===== config.mk =====
export PLATFORM = sky130hd
export DESIGN_NAME = pipeline_ctrl_flat
export DESIGN_NICKNAME = d
export VERILOG_FILES = /design/src/rtl/pipeline_ctrl_if.sv /design/src/rtl/pipeline_ctrl.sv /design/src/flat_wrapper.sv
export SDC_FILE = /design/constraint.sdc
export NUM_CORES = 1
export LEC_CHECK = 0
export BUFFER_PORTS_ARGS = -buffer_cell sky130_fd_sc_hd__buf_4
export CAP_MARGIN = 20
export CORE_MARGIN = 2
export CORE_UTILIZATION = 40
export CTS_CLUSTER_DIAMETER = 150
export DETAILED_ROUTE_END_ITERATION = 12
export GPL_TIMING_DRIVEN = 0
export PLACE_DENSITY = 0.75
export SYNTH_ARGS = -nofsm -noshare
export SYNTH_HDL_FRONTEND = slang
export SYNTH_SLANG_ARGS = --single-unit

===== constraint.sdc =====
create_clock -name clk -period 1.37 [get_ports clk]
set_input_delay 0.2055 -clock clk [delete_from_list [all_inputs] [get_ports clk]]
set_output_delay 0.2055 -clock clk [all_outputs]
set_load 0.02 [all_outputs]

===== src/rtl/pipeline_ctrl_if.sv =====
// Hazard/memory handshake bundle between the datapath and pipeline_ctrl.
// Latency: none, wires only. The datapath side is master, pipeline_ctrl is slave.
// Backpressure: imem_ready and dmem_ready are the only ready inputs; the en*/clr* outputs act as flow control.
interface pipeline_ctrl_if #(
    parameter int CNT_W = 16
);
    logic             stallF;
    logic             stallD;
    logic             flushE;
    logic             pcsrcD;
    logic             jumpD;
    logic             imem_ready;
    logic             dmem_req_M;
    logic             dmem_ready;
    logic             enF;
    logic             enD;
    logic             clrD;
    logic             enE;
    logic             clrE;
    logic             enM;
    logic             enW;
    logic             validE;
    logic             validM;
    logic             validW;
    logic             mem_err;
    logic [CNT_W-1:0] stall_cnt;
    logic [CNT_W-1:0] flush_cnt;

    modport master (
        output stallF, stallD, flushE, pcsrcD, jumpD, imem_ready, dmem_req_M, dmem_ready,
        input  enF, enD, clrD, enE, clrE, enM, enW, validE, validM, validW, mem_err,
               stall_cnt, flush_cnt
    );

    modport slave (
        input  stallF, stallD, flushE, pcsrcD, jumpD, imem_ready, dmem_req_M, dmem_ready,
        output enF, enD, clrD, enE, clrE, enM, enW, validE, validM, validW, mem_err,
               stall_cnt, flush_cnt
    );
endinterface


===== src/rtl/pipeline_ctrl.sv =====
// Per-stage enables/clears and valid tracking for the 5-stage pipe; optional perf counters under PIPELINE_PERF_CNT_EN.
// Latency: enables and clears are combinational; valids, mem_err and counters update one clock later.
// Backpressure: a data-memory wait freezes the whole pipe and overrides hazard stalls, imem waits and redirects.
module pipeline_ctrl #(
    parameter int DMEM_TIMEOUT = 255,
    parameter int CNT_W        = 16
) (
    input  logic           clk,
    input  logic           reset_n,
    pipeline_ctrl_if.slave bus
);
    localparam int TW = $clog2(DMEM_TIMEOUT + 1);

    typedef enum logic {RUN, DWAIT} state_t;

    state_t        state;
    state_t        stateNext;
    logic          freeze;
    logic          enF, enD, clrD, enE, clrE, enM, enW;
    logic          validD, validE, validM, validW;
    logic          memErr;
    logic [TW-1:0] waitCnt;

    always_ff @(posedge clk or negedge reset_n) begin
        if (!reset_n) state <= RUN;
        else          state <= stateNext;
    end

    // The first miss cycle freezes while still in RUN, so no instruction slips past M.
    always_comb begin
        stateNext = state;
        freeze    = 1'b0;
        case (state)
            RUN: begin
                if (validM && bus.dmem_req_M && !bus.dmem_ready) begin
                    stateNext = DWAIT;
                    freeze    = 1'b1;
                end
            end
            DWAIT: begin
                if (bus.dmem_ready) stateNext = RUN;
                else                freeze    = 1'b1;
            end
            default: stateNext = RUN;
        endcase
    end

    always_comb begin
        enF  = 1'b0;
        enD  = 1'b0;
        clrD = 1'b0;
        enE  = 1'b0;
        clrE = 1'b0;
        enM  = 1'b0;
        enW  = 1'b0;
        if (!reset_n) begin
            clrD = 1'b1;
            clrE = 1'b1;
        end else if (!freeze) begin
            enF  = !bus.stallF && bus.imem_ready;
            enD  = !bus.stallD;
            // A held D keeps the branch, so the redirect is simply retried next cycle.
            clrD = !bus.stallD && (bus.pcsrcD || bus.jumpD || !bus.imem_ready);
            enE  = 1'b1;
            clrE = bus.flushE;
            enM  = 1'b1;
            enW  = 1'b1;
        end
    end

    always_ff @(posedge clk or negedge reset_n) begin
        if (!reset_n) begin
            validD <= 1'b0;
            validE <= 1'b0;
            validM <= 1'b0;
            validW <= 1'b0;
        end else begin
            if (enD) validD <= !clrD;
            if (enE) validE <= !clrE && validD;
            if (enM) validM <= validE;
            if (enW) validW <= validM;
        end
    end

    // The timeout only flags the hang; the wait itself is never abandoned.
    always_ff @(posedge clk or negedge reset_n) begin
        if (!reset_n) begin
            waitCnt <= '0;
            memErr  <= 1'b0;
        end else if (state == DWAIT) begin
            if (waitCnt != TW'(DMEM_TIMEOUT)) waitCnt <= waitCnt + TW'(1);
            if (waitCnt == TW'(DMEM_TIMEOUT - 1)) memErr <= 1'b1;
        end else begin
            waitCnt <= '0;
        end
    end

`ifdef PIPELINE_PERF_CNT_EN
    logic [CNT_W-1:0] stallCnt;
    logic [CNT_W-1:0] flushCnt;

    always_ff @(posedge clk or negedge reset_n) begin
        if (!reset_n) begin
            stallCnt <= '0;
            flushCnt <= '0;
        end else begin
            if (!enF && stallCnt != '1) stallCnt <= stallCnt + CNT_W'(1);
            if ((clrD || clrE) && flushCnt != '1) flushCnt <= flushCnt + CNT_W'(1);
        end
    end

    assign bus.stall_cnt = stallCnt;
    assign bus.flush_cnt = flushCnt;
`else
    assign bus.stall_cnt = '0;
    assign bus.flush_cnt = '0;
`endif

    assign bus.enF     = enF;
    assign bus.enD     = enD;
    assign bus.clrD    = clrD;
    assign bus.enE     = enE;
    assign bus.clrE    = clrE;
    assign bus.enM     = enM;
    assign bus.enW     = enW;
    assign bus.validE  = validE;
    assign bus.validM  = validM;
    assign bus.validW  = validW;
    assign bus.mem_err = memErr;
endmodule


===== src/flat_wrapper.sv =====
// flat-port wrapper written by rule: the top's interface ports become plain ports
module pipeline_ctrl_flat 
#(
    parameter int DMEM_TIMEOUT = 255,
    parameter int CNT_W        = 16
)
  (clk, reset_n, bus_stallF, bus_stallD, bus_flushE, bus_pcsrcD, bus_jumpD, bus_imem_ready, bus_dmem_req_M, bus_dmem_ready, bus_enF, bus_enD, bus_clrD, bus_enE, bus_clrE, bus_enM, bus_enW, bus_validE, bus_validM, bus_validW, bus_mem_err, bus_stall_cnt, bus_flush_cnt);
  pipeline_ctrl_if #(.CNT_W(CNT_W)) bus_i ();
  input  logic clk;
  input  logic reset_n;
  input wire logic [$bits(bus_i.stallF)-1:0] bus_stallF;
  input wire logic [$bits(bus_i.stallD)-1:0] bus_stallD;
  input wire logic [$bits(bus_i.flushE)-1:0] bus_flushE;
  input wire logic [$bits(bus_i.pcsrcD)-1:0] bus_pcsrcD;
  input wire logic [$bits(bus_i.jumpD)-1:0] bus_jumpD;
  input wire logic [$bits(bus_i.imem_ready)-1:0] bus_imem_ready;
  input wire logic [$bits(bus_i.dmem_req_M)-1:0] bus_dmem_req_M;
  input wire logic [$bits(bus_i.dmem_ready)-1:0] bus_dmem_ready;
  output wire logic [$bits(bus_i.enF)-1:0] bus_enF;
  output wire logic [$bits(bus_i.enD)-1:0] bus_enD;
  output wire logic [$bits(bus_i.clrD)-1:0] bus_clrD;
  output wire logic [$bits(bus_i.enE)-1:0] bus_enE;
  output wire logic [$bits(bus_i.clrE)-1:0] bus_clrE;
  output wire logic [$bits(bus_i.enM)-1:0] bus_enM;
  output wire logic [$bits(bus_i.enW)-1:0] bus_enW;
  output wire logic [$bits(bus_i.validE)-1:0] bus_validE;
  output wire logic [$bits(bus_i.validM)-1:0] bus_validM;
  output wire logic [$bits(bus_i.validW)-1:0] bus_validW;
  output wire logic [$bits(bus_i.mem_err)-1:0] bus_mem_err;
  output wire logic [$bits(bus_i.stall_cnt)-1:0] bus_stall_cnt;
  output wire logic [$bits(bus_i.flush_cnt)-1:0] bus_flush_cnt;
  assign bus_i.stallF = bus_stallF;
  assign bus_i.stallD = bus_stallD;
  assign bus_i.flushE = bus_flushE;
  assign bus_i.pcsrcD = bus_pcsrcD;
  assign bus_i.jumpD = bus_jumpD;
  assign bus_i.imem_ready = bus_imem_ready;
  assign bus_i.dmem_req_M = bus_dmem_req_M;
  assign bus_i.dmem_ready = bus_dmem_ready;
  assign bus_enF = bus_i.enF;
  assign bus_enD = bus_i.enD;
  assign bus_clrD = bus_i.clrD;
  assign bus_enE = bus_i.enE;
  assign bus_clrE = bus_i.clrE;
  assign bus_enM = bus_i.enM;
  assign bus_enW = bus_i.enW;
  assign bus_validE = bus_i.validE;
  assign bus_validM = bus_i.validM;
  assign bus_validW = bus_i.validW;
  assign bus_mem_err = bus_i.mem_err;
  assign bus_stall_cnt = bus_i.stall_cnt;
  assign bus_flush_cnt = bus_i.flush_cnt;
  pipeline_ctrl #(.DMEM_TIMEOUT(DMEM_TIMEOUT), .CNT_W(CNT_W)) u_core (.clk(clk), .reset_n(reset_n), .bus(bus_i));
endmodule

==> reports/metrics.cfg <==
[layout]
layout_commonest_cell=buf_4
final_cell_mix=buf_4 (56), conb_1 (32), dfrtp_1 (13)
nets=179
area_delta_synth_final_pct=43.5
diodes=0
stdcell_area_um2=1420
drive_above_1_share_pct=47.9

[drt]
drt_iter0_drc=10
vias=842
wirelength_um=2020
drtPass1Iterations=4
vias_per_cell=4.32
antenna_left=0
drc=0
avgRoutedWirePerCell_um=10.3

[place]
dp_hpwl_um=1500
io_buffers=20
place_area_um2=1310
gp_congestion=0.823

[clock_tree]
cts_tree=yes
cts-buffers-inserted=3
cts_buffer_depth=2
clkLatencyLatePin_ns=0.27
cts_num_sinks=14
clock-root-buffer=clkbuf_4
clkTransAtPathRegs_ns=0.08
htree_levels=1

[sta]
worst_slack_ns=-0.218
hold_violations=0
rsz0062_at_grt=true
period_share_pct=116
slew_headroom_pct=57.6
report.final.slew_viol_count=0
tightest_slew_ns=0.634
finalSetupViolations=7
achievable-frequency_mhz=630
fin_skew_ns=0.00429
fin_crit_ns=1.59

[run_status]
status=complete, but fails checks
violations=negative setup slack

[global_routing]
grt_util_all_layers_pct=15.2
grt_pass1_vias=725
grt_max_degree=15
grt_overflow_total=0
antenna_found_initial=0
grt_pass1_wl_um=3170

[logic_synthesis]
synthFlopType=dfrtp_1
syn_area_um2=992
synth_top_area_share_pct=35.3
ys_warn_count=0
synthDistinctLibCells=29
syn_area_per_cell_um2=9.54
ys_async_sr_fraction_pct=100
synthCells=104
synth_edf_count=0
synthTopCellsByArea=dfrtp_1 (35%), buf_4 (26%), mux2_2 (4.5%)
ys_ff_latch=14
seq_area_frac_synth_pct=35.3
synth_largest_area_cell=dfrtp_1

[die]
die_w_um=53.8
dieArea_um2=2890
rows=18
fp.coreArea_um2=2410
die_h_um=53.8
start_util_pct=41.2
num_io_pins=53

[power]
leakage_nw=0.758
sw_frac_of_total_pct=31.5
seq_power_share_pct=43.9
total_power_mw=0.991
share_comb_of_total_power_pct=32.9
p_sw_mw=0.312
power.internal_mw=0.679
ir_drop_v=0.000441
p_per_area_nw_per_um2=696
pwr-share-clk_pct=23.1

[critical_path]
end_kind=output pin
path_class=register to output pin
crit_path_max_fanout=4
critPathLaunchType=register
crit_required_ns=1.16
critPathArrivalTime_ns=1.38

[flow_run]
maxCapViolations=0

[min_path]
hp-class=input port to register

## cell type report
class | instances | area (um2)
plain buffers | 35 | 270
clock buffers | 3 | 22.5
fillers | 204 | 986
inverters | 5 | 18.8
multi-input cells | 81 | 507
flip-flops and latches | 14 | 352
well taps | 30 | 37.5
repair buffers | 27 | 216
## worst paths after layout
path	from	endpoint	slack, ns	depth (start not counted)
max in group asynchronous	reset_n	u_core.state$_DFF_PN0_	0.38	2
worst min-delay path	bus_dmem_ready	u_core.state$_DFF_PN0_	0.13	2
worst min register to register	u_core.bus.mem_err$_DFFE_PN0P_	u_core.bus.mem_err$_DFFE_PN0P_	0.50	1
min in group asynchronous	reset_n	u_core.waitCnt[5]$_DFFE_PN0P_	0.54	2
worst max-delay path	u_core.bus.validM$_DFFE_PN0P_	bus_clrD	-0.22	4
worst max register to register	u_core.waitCnt[0]$_DFFE_PN0P_	u_core.waitCnt[7]$_DFFE_PN0P_	0.04	3
## flip-flops by register name, indices dropped and copies added, names as in the netlist
signal / flops
u_core.bus.mem_err: 1
u_core.bus.validE: 1
u_core.bus.validM: 1
u_core.bus.validW: 1
u_core.state: 1
u_core.validD: 1
u_core.waitCnt: 8
## synth_stat cells, types with 2 or more instances
cell and n:
dfrtp_1 14, buf_4 35, nand3_1 2, a21oi_1 3, nor2b_1 2, a31oi_1 3
nand2_1 4, nor2_1 2, nand4_1 3, nor3_1 4, inv_1 5, o21bai_1 3
nor3b_1 2, ha_1 2, mux2_2 4, o21ai_0 3
## critical path: stages (launching register included)
cell	delay, ns
dfrtp_1	0.41
a21oi_4	0.21
nor2_2	0.07
o31ai_2	0.23
buf_4	0.18
## timing repair
item                       4_1_cts  5_1_grt
hold endpoints to repair        14        0
setup endpoints to repair       10        8
hold buffers                     1        0
buffers inserted                 5        1
pin swaps                        1        3
resized for setup                8        3
## cell families (layout without fill, tap and decap cells)
logic type / count (synthesis) / in the layout / share of synthesized area, %
multiplexers: 4 / 4 / 4.54
flip-flops: 14 / 14 / 35.3
adder cells (fa/ha/maj): 2 / 2 / 2.52
AND/OR/NAND/NOR: 22 / 22 / 12.1
other: 1 / 32 / 0.378
buffers and inverters: 40 / 70 / 28.4
XOR/XNOR: 1 / 1 / 0.883
AO/OA/AOI/OAI: 20 / 20 / 15.9
## power by group through the flow
stage	Sequential [mW]	Clock (mW)	Combinational (mW)
floorplan	0.453	0	0.211
global placement	0.446	0	0.288
detailed placement	0.447	0	0.291
CTS	0.435	0.235	0.318
global route	0.437	0.262	0.354
finish	0.435	0.229	0.326
## per-stage QoR
stage	TNS (ns)	hold slack, ns	setup slack [ns]	std cells	util, %
global route	-1.61	0.131	-0.305	195	59.1
floorplan	-0.0320	-0.0901	-0.0320	135	-
finish	-0.983	0.133	-0.218	195	59.1
CTS	-0.949	0.123	-0.214	194	58.0
detailed placement	-0.0744	0.0879	-0.0744	185	54.2
global placement	-0.00893	0.0835	-0.00893	185	54.2
## layer usage
| metal | wire length [um] | vias to the layer above | GRT usage, % |
|---|---|---|---|
| met4 | 0 | 0 | 7.69 |
| met2 | 1070 | 39 | 25.6 |
| met3 | 160 | 0 | 2.50 |
| met5 | 0 | - | 0 |
| met1 | 787 | 379 | 18.7 |
| li1 | - | 424 | - |
Note: power is estimated with default switching activity, not from simulation.
